--- src/rtl/figan_pkg.sv ---
// Shared definitions for the upsample sequencing path: controller state encoding
// and the per-channel output-sample count of upsample_layer.
package figan_pkg;

  typedef enum logic [2:0] {
    ST_IDLE  = 3'd0,
    ST_FETCH = 3'd1,
    ST_WAIT  = 3'd2,
    ST_PUSH  = 3'd3,
    ST_DRAIN = 3'd4,
    ST_DONE  = 3'd5
  } seq_state_e;

  // Each input row yields 2*W data/zero samples plus 2*W pad samples.
  function automatic int out_per_ch(input int in_width, input int in_height);
    return 4 * in_width * in_height;
  endfunction

endpackage

--- src/rtl/upsample_addr_gen.sv ---
// Feature-buffer address generator: latches the frame base, walks addresses
// linearly across channels, and flags the last pixel of the current channel.
module upsample_addr_gen #(
  parameter int PIX_PER_CH = 256,
  parameter int ADDR_WIDTH = 16
) (
  input  logic                  clk,
  input  logic                  rst_n,
  input  logic                  i_load,
  input  logic [ADDR_WIDTH-1:0] i_base,
  input  logic                  i_adv,
  input  logic                  i_ch_clr,
  output logic [ADDR_WIDTH-1:0] o_addr,
  output logic                  o_ch_end
);

  localparam int PIX_W = $clog2(PIX_PER_CH) + 1;

  logic [ADDR_WIDTH-1:0] r_addr;
  logic [PIX_W-1:0]      r_pix_cnt;

  // NOTE: state is updated with non-blocking assignments so every register
  // samples pre-edge values regardless of statement order.
  always_ff @(posedge clk or negedge rst_n) begin
    if (!rst_n) begin
      r_addr    <= '0;
      r_pix_cnt <= '0;
    end else begin
      // Address never resets between channels, so it wraps naturally at 2^ADDR_WIDTH.
      if (i_load)     r_addr <= i_base;
      else if (i_adv) r_addr <= r_addr + ADDR_WIDTH'(1);

      if (i_load || i_ch_clr) r_pix_cnt <= '0;
      else if (i_adv)         r_pix_cnt <= r_pix_cnt + PIX_W'(1);
    end
  end

  assign o_addr   = r_addr;
  assign o_ch_end = (r_pix_cnt == PIX_W'(PIX_PER_CH - 1));

endmodule

--- src/rtl/upsample_seq_ctrl.sv ---
// Streams a multi-channel feature map from the feature buffer into upsample_layer
// one pixel per handshake, and counts its output samples to detect channel/frame end.
module upsample_seq_ctrl
  import figan_pkg::*;
#(
  parameter int IN_WIDTH   = 16,
  parameter int IN_HEIGHT  = 16,
  parameter int NUM_CH     = 8,
  parameter int DATA_WIDTH = 16,
  parameter int ADDR_WIDTH = 16
) (
  input  logic                      clk,
  input  logic                      rst_n,
  input  logic                      start,
  input  logic [ADDR_WIDTH-1:0]     base_addr,
  output logic                      busy,
  output logic                      done,
  output logic                      err,
  output logic [$clog2(NUM_CH):0]   ch_idx,
  output logic                      mem_rd_en,
  output logic [ADDR_WIDTH-1:0]     mem_addr,
  input  logic [DATA_WIDTH-1:0]     mem_rd_data,
  output logic                      up_valid_in,
  output logic [DATA_WIDTH-1:0]     up_data_in,
  input  logic                      up_ready_in,
  input  logic                      up_valid_out
);

  localparam int PIX_PER_CH = IN_WIDTH * IN_HEIGHT;
  localparam int OUT_PER_CH = out_per_ch(IN_WIDTH, IN_HEIGHT);
  localparam int OC_W       = $clog2(OUT_PER_CH) + 1;
  localparam int CH_W       = $clog2(NUM_CH) + 1;

  seq_state_e            r_state, w_next;
  logic [OC_W-1:0]       r_out_cnt, w_out_inc;
  logic [CH_W-1:0]       r_ch_idx;
  logic                  r_busy, r_done, r_err, r_mem_rd_en, r_up_valid_in;
  logic [DATA_WIDTH-1:0] r_up_data_in;
  logic [ADDR_WIDTH-1:0] w_addr;
  logic                  w_accept, w_hs, w_ch_end, w_last_ch;
  logic                  w_cnt_en, w_overflow, w_stray, w_cnt_hit, w_ch_clr;

  upsample_addr_gen #(
    .PIX_PER_CH (PIX_PER_CH),
    .ADDR_WIDTH (ADDR_WIDTH)
  ) u_addr_gen (
    .clk      (clk),
    .rst_n    (rst_n),
    .i_load   (w_accept),
    .i_base   (base_addr),
    .i_adv    (w_hs),
    .i_ch_clr (w_ch_clr),
    .o_addr   (w_addr),
    .o_ch_end (w_ch_end)
  );

  assign w_accept   = (r_state == ST_IDLE) && start;
  assign w_hs       = (r_state == ST_PUSH) && r_up_valid_in && up_ready_in;
  assign w_last_ch  = (r_ch_idx == CH_W'(NUM_CH - 1));

  // Counter saturates at OUT_PER_CH; a sample beyond that only raises err.
  assign w_cnt_en   = up_valid_out && r_busy;
  assign w_overflow = w_cnt_en && (r_out_cnt == OC_W'(OUT_PER_CH));
  assign w_stray    = up_valid_out && !r_busy;
  assign w_out_inc  = r_out_cnt + OC_W'(w_cnt_en && !w_overflow);
  assign w_cnt_hit  = (w_out_inc == OC_W'(OUT_PER_CH));
  assign w_ch_clr   = (r_state == ST_DRAIN) && w_cnt_hit && !w_last_ch;

  // NOTE: w_next is defaulted before the case so no path leaves it unassigned
  // (an unassigned path in always_comb would infer a latch).
  always_comb begin
    w_next = r_state;
    unique case (r_state)
      ST_IDLE:  if (start) w_next = ST_FETCH;
      ST_FETCH: w_next = ST_WAIT;
      ST_WAIT:  w_next = ST_PUSH;
      ST_PUSH:  if (w_hs) w_next = w_ch_end ? ST_DRAIN : ST_FETCH;
      ST_DRAIN: if (w_cnt_hit) w_next = w_last_ch ? ST_DONE : ST_FETCH;
      ST_DONE:  w_next = ST_IDLE;
      default:  w_next = ST_IDLE;
    endcase
  end

  always_ff @(posedge clk or negedge rst_n) begin
    if (!rst_n) begin
      r_state       <= ST_IDLE;
      r_busy        <= 1'b0;
      r_done        <= 1'b0;
      r_err         <= 1'b0;
      r_mem_rd_en   <= 1'b0;
      r_up_valid_in <= 1'b0;
      r_up_data_in  <= '0;
      r_out_cnt     <= '0;
      r_ch_idx      <= '0;
    end else begin
      r_state     <= w_next;
      r_busy      <= (w_next != ST_IDLE) && (w_next != ST_DONE);
      r_done      <= (w_next == ST_DONE);
      r_mem_rd_en <= (w_next == ST_FETCH);

      if (r_state == ST_WAIT) begin
        r_up_valid_in <= 1'b1;
        r_up_data_in  <= mem_rd_data;
      end else if (w_hs) begin
        r_up_valid_in <= 1'b0;
      end

      if (w_accept || w_ch_clr) r_out_cnt <= '0;
      else                      r_out_cnt <= w_out_inc;

      if (w_accept)      r_ch_idx <= '0;
      else if (w_ch_clr) r_ch_idx <= r_ch_idx + CH_W'(1);

      r_err <= (w_accept ? 1'b0 : r_err) | w_stray | w_overflow;
    end
  end

  assign busy        = r_busy;
  assign done        = r_done;
  assign err         = r_err;
  assign ch_idx      = r_ch_idx;
  assign mem_rd_en   = r_mem_rd_en;
  assign mem_addr    = w_addr;
  assign up_valid_in = r_up_valid_in;
  assign up_data_in  = r_up_data_in;

endmodule
--- config.mk ---
export PLATFORM = sky130hd
export DESIGN_NAME = upsample_seq_ctrl
export DESIGN_NICKNAME = d
export VERILOG_FILES = /design/src/rtl/figan_pkg.sv /design/src/rtl/upsample_addr_gen.sv /design/src/rtl/upsample_seq_ctrl.sv
export SDC_FILE = /design/constraint.sdc
export NUM_CORES = 1
export LEC_CHECK = 0
export CAP_MARGIN = 20
export CORE_ASPECT_RATIO = 0.75
export CORE_UTILIZATION = 35
export DETAILED_ROUTE_END_ITERATION = 8
export PLACE_DENSITY = 0.69
export RECOVER_POWER = 25
export SETUP_SLACK_MARGIN = 0.2
export SLEW_MARGIN = 25
export SYNTH_ARGS = -nofsm -noshare
export SYNTH_HDL_FRONTEND = slang
export SYNTH_HIERARCHICAL = 1
export SYNTH_SLANG_ARGS = --single-unit
--- constraint.sdc ---
create_clock -name clk -period 6.1 [get_ports clk]
set_input_delay 0.61 -clock clk [delete_from_list [all_inputs] [get_ports clk]]
set_output_delay 0.61 -clock clk [all_outputs]
set_load 0.02 [all_outputs]
After elaboration in Yosys (flattened, before gate mapping)
Index checks and enable logic that the tools add are counted.
Cells by class
  muxes and demuxes: 16
  reductions and logical operators: 20
  equal/unequal tests: 11
  add/subtract/negate cells: 4
  bitwise logic cells: 2
Operator list (count)
  16-bit 2-to-1 mux: 2
  11-bit equality test, second input constant: 2
  9-bit 2-to-1 mux: 2
  16-bit by 1-bit adder with 16-bit output, second input constant: 1
  3-bit 2-to-1 mux: 5
  3-bit case mux with 5 select lines: 1
  11-bit by 1-bit adder with 11-bit output: 1
  11-bit 2-to-1 mux: 1
  1-bit logical AND: 10
  9-bit by 1-bit adder with 9-bit output, second input constant: 1
  9-bit by 8-bit equality test with 1-bit output, second input constant: 1
  4-bit 2-to-1 mux: 2
  2-bit nonzero test: 4
  3-bit by 1-bit equality test with 1-bit output, second input constant: 2
  3-bit by 2-bit equality test with 1-bit output, second input constant: 2
  3-bit equality test, second input constant: 2
  4-bit by 1-bit adder with 4-bit output, second input constant: 1
  4-bit by 3-bit equality test with 1-bit output, second input constant: 1
  1-bit logical NOT: 3
  3-bit logical NOT: 1
  1-bit 2-to-1 mux: 3
  3-bit != test, second input constant: 1
  3-bit nonzero test: 1
  1-bit OR: 2
  1-bit logical OR: 1
Word-level totals
  register bits after elaboration: 64
  output and inout bits: 41
  input port bits: 37
  word-level logic and storage cells: 64

Depth between registers and ports, before layout
Gate-level depths: netlist (run 1).
  depth in word-level cells: 10
  mapped depth: 18
  mapped depth without buffers: 15

Cells and area by module
The synthesis (run 1) kept the hierarchy.
Modules (own cells, without submodules)
  upsample_seq_ctrl: sequential area each 975.9 sq um, area each 1863.0 sq um, cells an instance 173, instances 1
  upsample_addr_gen: sequential area each 625.6 sq um, area each 1326.3 sq um, cells an instance 142, instances 1

Worst setup path after synthesis (run 1)
Ideal clock, no wire load.
  path kind: register to register
  start point: register r_out_cnt[4]
  end point: register u_addr_gen.r_pix_cnt[3]
  library setup time: 78 ps
  arrival: 3653 ps
  required time: 6022 ps
  stages on the path, launching flop included: 18
  clock period less this slack: 3730 ps
  buffers on the path: 3
  setup slack: 2370 ps
  path through: dfrtp_1 -> buf_6 -> nor4b_1 -> nand3_1 -> o41ai_1 -> nor2_1 -> ha_1 -> ha_1 -> buf_4 -> a21o_2 -> a2111oi_2 -> o2111ai_1 -> or4_1 -> buf_2 -> inv_1 -> nor3_1 -> or3_1 -> a21oi_1
On the way
  longest elaborated chain between the ends: 10
  elaborated cells between the ends (all ways): 11
  classes of those cells: add/sub: 1; eq/ne: 2; mux: 1; reduce/logical: 7
Ends and longest elaborated chain
  from (decl): RTL line upsample_seq_ctrl.sv:35  | logic [OC_W-1:0] r_out_cnt, w_out_inc;
  from (signal assigned): RTL line upsample_seq_ctrl.sv:109  | else r_out_cnt <= w_out_inc;
  11-bit equality test: RTL line upsample_seq_ctrl.sv:63  | assign w_overflow = w_cnt_en && (r_out_cnt == OC_W'(OUT_PER_CH));
  1-bit logical AND: RTL line upsample_seq_ctrl.sv:63
  1-bit logical NOT: RTL line upsample_seq_ctrl.sv:65  | assign w_out_inc = r_out_cnt + OC_W'(w_cnt_en && !w_overflow);
  1-bit logical AND: RTL line upsample_seq_ctrl.sv:65
  11-bit by 1-bit adder with 11-bit output (*): RTL line upsample_seq_ctrl.sv:65
  11-bit equality test (*): RTL line upsample_seq_ctrl.sv:66  | assign w_cnt_hit = (w_out_inc == OC_W'(OUT_PER_CH));
  1-bit logical AND (*) (2 in series): RTL line upsample_seq_ctrl.sv:67  | assign w_ch_clr = (r_state == ST_DRAIN) && w_cnt_hit && !w_last_ch;
  named net w_ch_clr: RTL line upsample_seq_ctrl.sv:41  | logic w_cnt_en, w_overflow, w_stray, w_cnt_hit, w_ch_clr;
  1-bit logical OR (*): RTL line upsample_addr_gen.sv:33  | if (i_load || i_ch_clr) r_pix_cnt <= '0;
  9-bit 2-to-1 mux or 2-bit nonzero test (tied branches)
  to (signal assigned): RTL line upsample_addr_gen.sv:34  | else if (i_adv) r_pix_cnt <= r_pix_cnt + PIX_W'(1);
  to (decl): RTL line upsample_addr_gen.sv:20  | logic [PIX_W-1:0] r_pix_cnt;
Mark *: on every way through the listed nets, which the timed path passes. The rest lies on a longest branch.
A chain may end at the register's enable or synchronous reset.

Worst setup path in the final report (run 1)
Same ends and word-level chain as after synthesis.

==> impl_metrics.tcl, run 1 <==
set metrics [dict create \
    synth_seq_cells 64 \
    reg2regPathDepth 14 \
    numCtsBuffers 9 \
    synth_edf_count 0 \
    coreArea_um2 8640 \
    final_nets 437 \
    finalSetupViolCount 0 \
    grt_overflow 0 \
    violations "design-rule violations, max-capacitance violations, max-slew violations" \
    hold_class "reg -> reg" \
    syn-num-nets 358 \
    vias 2573 \
    postRouteAntennaNets 0 \
    cts_root_buffer "clkbuf_16" \
    worstSetupEndpointType "flop" \
    critPathMaxFanout 11 \
    cp.depth 14 \
    synth_top_area_share_pct 50.2 \
    post_cts_buffers 0 \
    drive_gt1_share_pct 11.1 \
    ys.flop_type "dfrtp_1" \
    synth_warnings 6 \
    start_util_pct 36.9 \
    cts_hold_buffers 0 \
    synth_cells 315 \
    ir_drop_mv 0.203 \
    grt_pass1_vias 2508 \
    drtIter0Drc 127 \
    cts_resized 0 \
    n_antenna_cell 0 \
    criticalPathCategory "reg -> reg" \
    netlist_top_cells_area "dfrtp_1 50%, mux2_2 5.6%, xnor2_1 4.9%" \
    finalWirelength_mm 7.11 \
    cts_tree "done" \
    antenna_found_initial 0 \
    fin_hold_ws_ns 0.503 \
    cts_max_level 3 \
    finalClockSkew_ns 0.00377 \
    period_share_pct 68.6 \
    worstMarginPinSlew_ns 3.35 \
    required_ns 6.35 \
    io-pin-count 78 \
    fin_setup_tns_ns 0 \
    startpoint_type "flop" \
    io_buffers 77 \
    ys_seq_area_share_pct 50.2 \
    clock_latency_ns 0.32 \
    clk_path_buf_depth 2 \
    areaGrowthSynthToFinish_pct 35.8 \
    cp.arrival_ns 4.43 \
    wl_per_cell_um 14.0 \
    leakagePower_nw 1.74 \
    synth.largest_area_cell "dfrtp_1" \
    die_w_um 112 \
    p_total_w 0.00200 \
    fillers 813 \
    path_cells "nor4b_1 > nand3_1 > o41ai_1 > nor2_1 > ha_1 > ha_1 > nor3_1 > a31oi_1 > or4_1 > or4_1 > inv_1 > nor3_1 > or3_1 > a21oi_1" \
    synthArstFlopShare_pct 100 \
    cts.sinks 64 \
    slowest_stage "or4_1" \
    critPathTopFamily "simple AND/OR/NAND/NOR gates" \
    drt-pass1-iter-count 6 \
    finalHoldViolations 0 \
    layout_common_cells "76 x clkdlybuf4s50_1, 64 x dfrtp_1, 33 x nor2_1, 29 x nand2_1, 21 x o21ai_0" \
    via_per_inst 5.08 \
    dieArea_um2 9500 \
    layout_commonest_cell "clkdlybuf4s50_1" \
    max_cap_viol_count 1 \
    place_congestion 0.901 \
    rows 29 \
    powerDensity_nw_per_um2 461 \
    rsz0062_at_grt "false" \
    grt_start_max_net_pins 65 \
    clk_pin_slew_worst_paths_ns 0.05 \
    report.final.slew_viol_count 65 \
    path_buf_inv 1 \
    status "finished, violations left" \
    die_h_um 84.7 \
    synth_cell_types 47 \
    max-slew-margin-rel_pct -124 \
    fmax_mhz 239 \
    hold_depth 1 \
    slowest_delay_ns 0.67 \
    min_period_ns 4.19 \
    synth_area_per_cell_um2 10.1 \
    grt_pass1_wl_mm 12.0 \
    hpwl_mm 5.05 \
    drc_errors 7 \
    grt_usage_pct 16.3 \
    synth.cell_area_um2 3190 \
]
Yosys cell counts, drive strengths merged, types with 4 or more instances:
| cell type | n |
|---|---|
| mux2 | 16 |
| mux2i | 4 |
| nand2 | 29 |
| o21ai | 22 |
| nand3 | 15 |
| ha | 6 |
| dfrtp | 64 |
| or4 | 5 |
| nand4 | 12 |
| xor2 | 9 |
| buf | 7 |
| clkbuf | 6 |
| xnor2 | 18 |
| or3 | 4 |
| nor4 | 5 |
| nor2b | 4 |
| inv | 11 |
| nor3 | 15 |
| a21oi | 6 |
| nor2 | 34 |
stage by stage:
stage	cell area, µm²	std cells	worst slack [ns]	utilization [%]
2_1_floorplan	3190	315	2.37	-
4_1_cts	4330	506	1.97	50.2
3_3_place_gp	4050	491	2.08	46.9
3_5_place_dp	4050	491	1.98	46.9
5_1_grt	4330	506	1.58	50.1
6_report	4330	506	1.91	50.1
worst reg2reg max path, delay by kind of cell (launching register included):
kind	cells	cell delay, ns
buffers and inverters	1	0.16
adders and majority gates	2	0.58
and+or+nand+nor	8	2.39
DFF	1	0.45
AOI/OAI and AO/OA	3	0.54
path summary, 6_finish.rpt:
kind / from / endpoint / slack, ns
max in group asynchronous: rst_n / r_out_cnt[1] / 2.68
worst min register to register: up_data_in[10] / up_data_in[10] / 0.50
worst max-delay path: r_out_cnt[4] / u_addr_gen/r_pix_cnt[3] / 1.91
worst max register to register: r_out_cnt[4] / u_addr_gen/r_pix_cnt[3] / 1.91
min in group asynchronous: rst_n / r_out_cnt[8] / 1.50
worst min-delay path: up_data_in[10] / up_data_in[10] / 0.50
routing by layer:
| layer | up-vias | share of wire, % | global-route usage (%) |
|---|---|---|---|
| met5 | - | 0 | 0 |
| met4 | 0 | 1.0 | 5.45 |
| met3 | 8 | 7.5 | 5.63 |
| met2 | 83 | 42 | 24.2 |
| met1 | 1215 | 50 | 22.1 |
| li1 | 1267 | - | - |
registers in the layout (all words and copies together) (netlist names):
register              cells
u_addr_gen/r_pix_cnt      9
mem_rd_en                 1
up_valid_in               1
r_out_cnt                11
ch_idx                    4
r_state                   3
busy                      1
up_data_in               16
u_addr_gen/o_addr        16
done                      1
err                       1
report_power, final:
| part | switching [W] | internal [W] | leakage, nW |
|---|---|---|---|
| sequential | 0.000167 | 0.000582 | 0.794 |
| clock | 0.000176 | 0.000323 | 0.145 |
| combinational | 0.000362 | 0.000387 | 0.806 |
| total | 0.000704 | 0.00129 | 1.74 |
logic make-up after synthesis:
logic type,count (synthesis),synth area share (%)
simple gates,131,20.9
flops,64,50.2
compound gates,43,8.55
xor+xnor,27,7.41
buf+inv,24,3.69
mux,20,6.90
fa+ha+maj,6,2.35
cell type report:
class                      count  area (µm²)  area share, %
sequential                    64        1600           37.0
clock inverter                 4        45.0           1.04
tap                          108         135           3.12
clock buffer                  11         243           5.61
inverter                      11        41.3          0.953
timing repair buffer          81         792           18.3
multi-input combinational    227        1470           34.0
No activity file was read; power rests on OpenSTA's default activity.
==> inputs of run 2 (changes only) <==
==> constraint.sdc (replaced) <==
create_clock -name clk -period 4.31 [get_ports clk]
set_input_delay 0.431 -clock clk [delete_from_list [all_inputs] [get_ports clk]]
set_output_delay 0.431 -clock clk [all_outputs]
set_load 0.02 [all_outputs]
==> impl_metrics.tcl, run 2 (same netlist as run 1, synthesis figures left out) <==
set metrics [dict create \
    status "finished, violations left" \
    violations "design-rule violations, max-capacitance violations, max-slew violations" \
    cts.sinks 64 \
    via_per_inst 5.10 \
    grt_pass1_wl_mm 12.5 \
    fillers 788 \
    clk_path_buf_depth 2 \
    layout_common_cells "76 x clkdlybuf4s50_1, 64 x dfrtp_1, 33 x nor2_1, 29 x nand2_1, 21 x o21ai_0" \
    max-slew-margin-rel_pct -123 \
    layout_commonest_cell "clkdlybuf4s50_1" \
    finalWirelength_mm 7.29 \
    io_buffers 77 \
    critPathMaxFanout 11 \
    vias 2591 \
    hold_class "reg -> reg" \
    postRouteAntennaNets 0 \
    drt-pass1-iter-count 6 \
    p_total_w 0.00296 \
    fmax_mhz 262 \
    required_ns 4.52 \
    final_nets 438 \
    min_period_ns 3.82 \
    n_antenna_cell 0 \
    finalSetupViolCount 0 \
    die_h_um 84.7 \
    drive_gt1_share_pct 12.3 \
    placed_cells 492 \
    cp.arrival_ns 4.03 \
    drtIter0Drc 117 \
    io-pin-count 78 \
    grt_pass1_vias 2594 \
    wl_per_cell_um 14.3 \
    dieArea_um2 9500 \
    cts_root_buffer "clkbuf_16" \
    fin_setup_tns_ns 0 \
    cts_tree "done" \
    place_congestion 0.836 \
    leakagePower_nw 1.77 \
    areaGrowthSynthToFinish_pct 38.1 \
    max_cap_viol_count 1 \
    finalHoldViolations 0 \
    startpoint_type "flop" \
    stdcell_count 508 \
    powerDensity_nw_per_um2 671 \
    cts_max_level 3 \
    grt_usage_pct 16.9 \
    period_share_pct 88.6 \
    numCtsBuffers 9 \
    grt_overflow 0 \
    post_cts_buffers 0 \
    clk_pin_slew_worst_paths_ns 0.05 \
    hpwl_mm 5.21 \
    criticalPathCategory "reg -> reg" \
    worstSetupEndpointType "flop" \
    die_w_um 112 \
    rows 29 \
    coreArea_um2 8640 \
    antenna_found_initial 0 \
    report.final.slew_viol_count 65 \
    clock_latency_ns 0.33 \
    ir_drop_mv 0.361 \
    rsz0062_at_grt "false" \
    start_util_pct 36.9 \
    drc_errors 7 \
    finalClockSkew_ns 0.00599 \
    worstMarginPinSlew_ns 3.35 \
    grt_start_max_net_pins 65 \
]
## run 2: cell type report
cell class	count	area [µm²]	area share [%]
Sequential cell	64	1600	36.4
Multi-Input combinational cell	227	1490	33.8
Timing Repair Buffer	82	800	18.2
Clock buffer	10	229	5.20
Tap cell	108	135	3.07
Clock inverter	6	108	2.44
Inverter	11	41.3	0.938
## run 2: stage by stage
| step | instance area (µm²) | hold WS, ns | util, % | setup slack [ns] |
|---|---|---|---|---|
| 2_1_floorplan | 3190 | 0.135 | - | 0.580 |
| 5_1_grt | 4400 | 0.525 | 51.0 | 0.219 |
| 3_5_place_dp | 4050 | 0.496 | 46.9 | 0.339 |
| 6_report | 4400 | 0.506 | 51.0 | 0.490 |
| 3_3_place_gp | 4050 | 0.489 | 46.9 | 0.468 |
| 4_1_cts | 4390 | 0.319 | 50.8 | 0.293 |
## run 2: report_power, final
group	switching (W)	leakage [nW]	internal (W)	total, W
Clock	0.000260	0.162	0.000562	0.000822
Sequential	0.000239	0.794	0.000823	0.00106
Combinational	0.000521	0.816	0.000551	0.00107
Total	0.00102	1.77	0.00194	0.00296
## run 2: metal layers
| metal | track usage [%] | vias to the layer above | part of all wire (%) |
|---|---|---|---|
| met5 | 0 | - | 0 |
| met4 | 6.18 | 0 | 1.3 |
| met3 | 5.78 | 10 | 8.6 |
| met2 | 25.6 | 103 | 42 |
| met1 | 22.4 | 1210 | 48 |
| li1 | - | 1268 | - |
## run 2: timing repair
item,CTS,global route
endpoints found under the setup margin,0,8
gates resized for setup,0,3
hold buffers,0,0
## run 2: worst paths after layout
check / slack, ns / depth (start not counted) / from / endpoint
max in group asynchronous: 1.09 / 2 / rst_n / u_addr_gen/o_addr[2]
max reg2reg: 0.49 / 15 / r_out_cnt[4] / u_addr_gen/r_pix_cnt[5]
max: 0.49 / 15 / r_out_cnt[4] / u_addr_gen/r_pix_cnt[5]
min in group asynchronous: 1.33 / 2 / rst_n / busy
min: 0.51 / 1 / up_data_in[1] / up_data_in[1]
min reg2reg: 0.51 / 1 / up_data_in[1] / up_data_in[1]
## run 2: worst max-delay path, stage by stage (launching register included)
cell	delay [ns]
dfrtp_1	0.46
nor4b_2	0.31
nand3_1	0.13
o41ai_2	0.26
nor2_1	0.08
ha_1	0.25
ha_2	0.27
nor3_1	0.14
a31oi_1	0.05
or4_1	0.51
or4_1	0.55
inv_1	0.12
nor3_1	0.09
nor3_1	0.25
xnor2_1	0.16
nor2_1	0.06
==> inputs of run 3 (changes only) <==
--- a/config.mk
+++ b/config.mk
@@ -9,6 +9,8 @@
 export CORE_ASPECT_RATIO = 0.75
 export CORE_UTILIZATION = 35
 export DETAILED_ROUTE_END_ITERATION = 8
+export GPL_ROUTABILITY_DRIVEN = 0
+export GPL_TIMING_DRIVEN = 0
 export PLACE_DENSITY = 0.69
 export RECOVER_POWER = 25
 export SETUP_SLACK_MARGIN = 0.2
==> impl_metrics.tcl, run 3 (same netlist as run 1, synthesis figures left out) <==
set metrics [dict create \
    status "finished, violations left" \
    violations "design-rule violations, max-capacitance violations, max-slew violations" \
    layout_common_cells "76 x clkdlybuf4s50_1, 64 x dfrtp_1, 34 x nor2_1, 29 x nand2_1, 21 x o21ai_0" \
    grt_usage_pct 17.2 \
    wl_per_cell_um 14.8 \
    drc_errors 7 \
    internal_power_w 0.00186 \
    clk_path_buf_depth 2 \
    grt_pass1_vias 2613 \
    worstSetupEndpointType "flop" \
    hold_class "in -> async" \
    final_nets 447 \
    regToRegSetupSlack_ns 0.39 \
    worstMarginPinSlew_ns 1.90 \
    stdcell_count 517 \
    n_antenna_cell 0 \
    finalSetupViolCount 0 \
    required_ns 4.52 \
    p_switching_w 0.00105 \
    drtIter0Drc 123 \
    clk_pin_slew_worst_paths_ns 0.05 \
    power_frac_comb_pct 39.2 \
    start_util_pct 36.9 \
    cts_root_buffer "clkbuf_16" \
    critPathMaxFanout 10 \
    max-slew-margin-rel_pct -26.9 \
    grt_pass1_wl_mm 12.8 \
    leakagePower_nw 1.78 \
    grt_start_max_net_pins 37 \
    startpoint_type "flop" \
    placed_cells 501 \
    cts_max_level 3 \
    max_cap_viol_count 2 \
    fin_util_pct 51.7 \
    die_h_um 84.7 \
    ir_drop_mv 0.277 \
    period_share_pct 91.0 \
    switching_share_pct 36.0 \
    fin_hold_ws_ns 0.487 \
    min_period_ns 3.92 \
    fillers 801 \
    drive_gt1_share_pct 12.7 \
    numCtsBuffers 9 \
    finalHoldViolations 0 \
    drt-pass1-iter-count 6 \
    reg2regPathDepth 18 \
    finalClockSkew_ns 0.00537 \
    p_seq_share_pct 35.7 \
    dieArea_um2 9500 \
    postRouteAntennaNets 0 \
    r2r-start "r_out_cnt[4]" \
    clock_latency_ns 0.33 \
    grt_overflow 0 \
    report.final.slew_viol_count 67 \
    areaGrowthSynthToFinish_pct 40.0 \
    io_buffers 77 \
    die_w_um 112 \
    cts_hold_buffers 0 \
    powerDensity_nw_per_um2 652 \
    hpwl_mm 5.51 \
    rsz0062_at_grt "true" \
    coreArea_um2 8640 \
    fmax_mhz 255 \
    rows 29 \
    vias 2672 \
    criticalPathCategory "reg -> reg" \
    cp.arrival_ns 4.13 \
    fin_setup_tns_ns 0 \
    layout_commonest_cell "clkdlybuf4s50_1" \
    power.share.clock_pct 25.1 \
    via_per_inst 5.17 \
    r2r_end "u_addr_gen/r_pix_cnt[7]" \
    finalWirelength_mm 7.63 \
    io-pin-count 78 \
    cts.sinks 64 \
    p_total_w 0.00291 \
    cts_tree "done" \
    antenna_found_initial 0 \
]
-- run 3: cell count changes in the layout (fill, tap and decap cells not counted), moves of 2 or more --
cell	previous run	this run
buf_1	0	2
buf_6	0	3
clkbuf_1	2	7
bufinv_16	3	1
-- run 3: power by group through the flow --
stage,Combinational [W],Clock (W),Sequential (W)
after floorplan,0.000476,0,0.00119
after global placement,0.00110,0,0.00103
after detailed placement,0.00113,0,0.00104
after CTS,0.00113,0.000751,0.00103
after global routing,0.00124,0.000772,0.00108
final,0.00114,0.000731,0.00104
-- run 3: timing repair --
item,4_1_cts,5_1_grt
gates resized for setup,1,9
pin swaps,0,3
setup endpoints to repair,9,11
cloned,0,0
buffers inserted,0,1
-- run 3: through the flow --
stage	area [µm²]	worst slack [ns]
after floorplan	3190	0.580
after global placement	4100	0.165
after detailed placement	4110	0.146
after CTS	4430	0.251
after global routing	4460	0.0941
final	4460	0.389
-- run 3: critical path: stages, from the launching register on --
cell	delay (ns)
dfrtp_1	0.37
buf_6	0.14
nor4b_4	0.28
nand3_2	0.12
o41ai_4	0.26
nor2_1	0.08
ha_2	0.21
ha_1	0.21
buf_4	0.18
a21o_2	0.23
a2111oi_4	0.32
o2111ai_1	0.15
or4_1	0.42
buf_4	0.18
inv_1	0.09
nor3_1	0.09
nor3_1	0.26
xnor2_1	0.14
nor2_1	0.06
-- run 3: layer usage --
layer / wire length (µm) / global-route usage, %
met2: 3240 / 25.1
met5: 0 / 0
met1: 3780 / 24.3
met4: 71 / 4.48
met3: 540 / 6.06
-- run 3: worst max path at each step --
stage | from | to | slack (ns) | cells past startpoint
floorplan | r_out_cnt[4] | u_addr_gen/r_pix_cnt[3] | 0.58 | 17
global placement | r_out_cnt[4] | u_addr_gen/r_pix_cnt[5] | 0.17 | 18
detailed placement | r_out_cnt[4] | u_addr_gen/r_pix_cnt[3] | 0.15 | 17
CTS | r_out_cnt[4] | u_addr_gen/r_pix_cnt[3] | 0.25 | 17
global route | r_out_cnt[4] | u_addr_gen/r_pix_cnt[7] | 0.09 | 18
finish | r_out_cnt[4] | u_addr_gen/r_pix_cnt[7] | 0.39 | 18
-- run 3: layout make-up --
class / instances / area [µm²] / share of cell area, %
buffer: 12 / 75.1 / 1.68
inverter: 11 / 41.3 / 0.925
tap: 108 / 135 / 3.03
clock inverter: 6 / 67.6 / 1.51
sequential: 64 / 1600 / 35.9
multi-input combinational: 227 / 1530 / 34.2
clock buffer: 10 / 239 / 5.35
timing repair buffer: 79 / 776 / 17.4
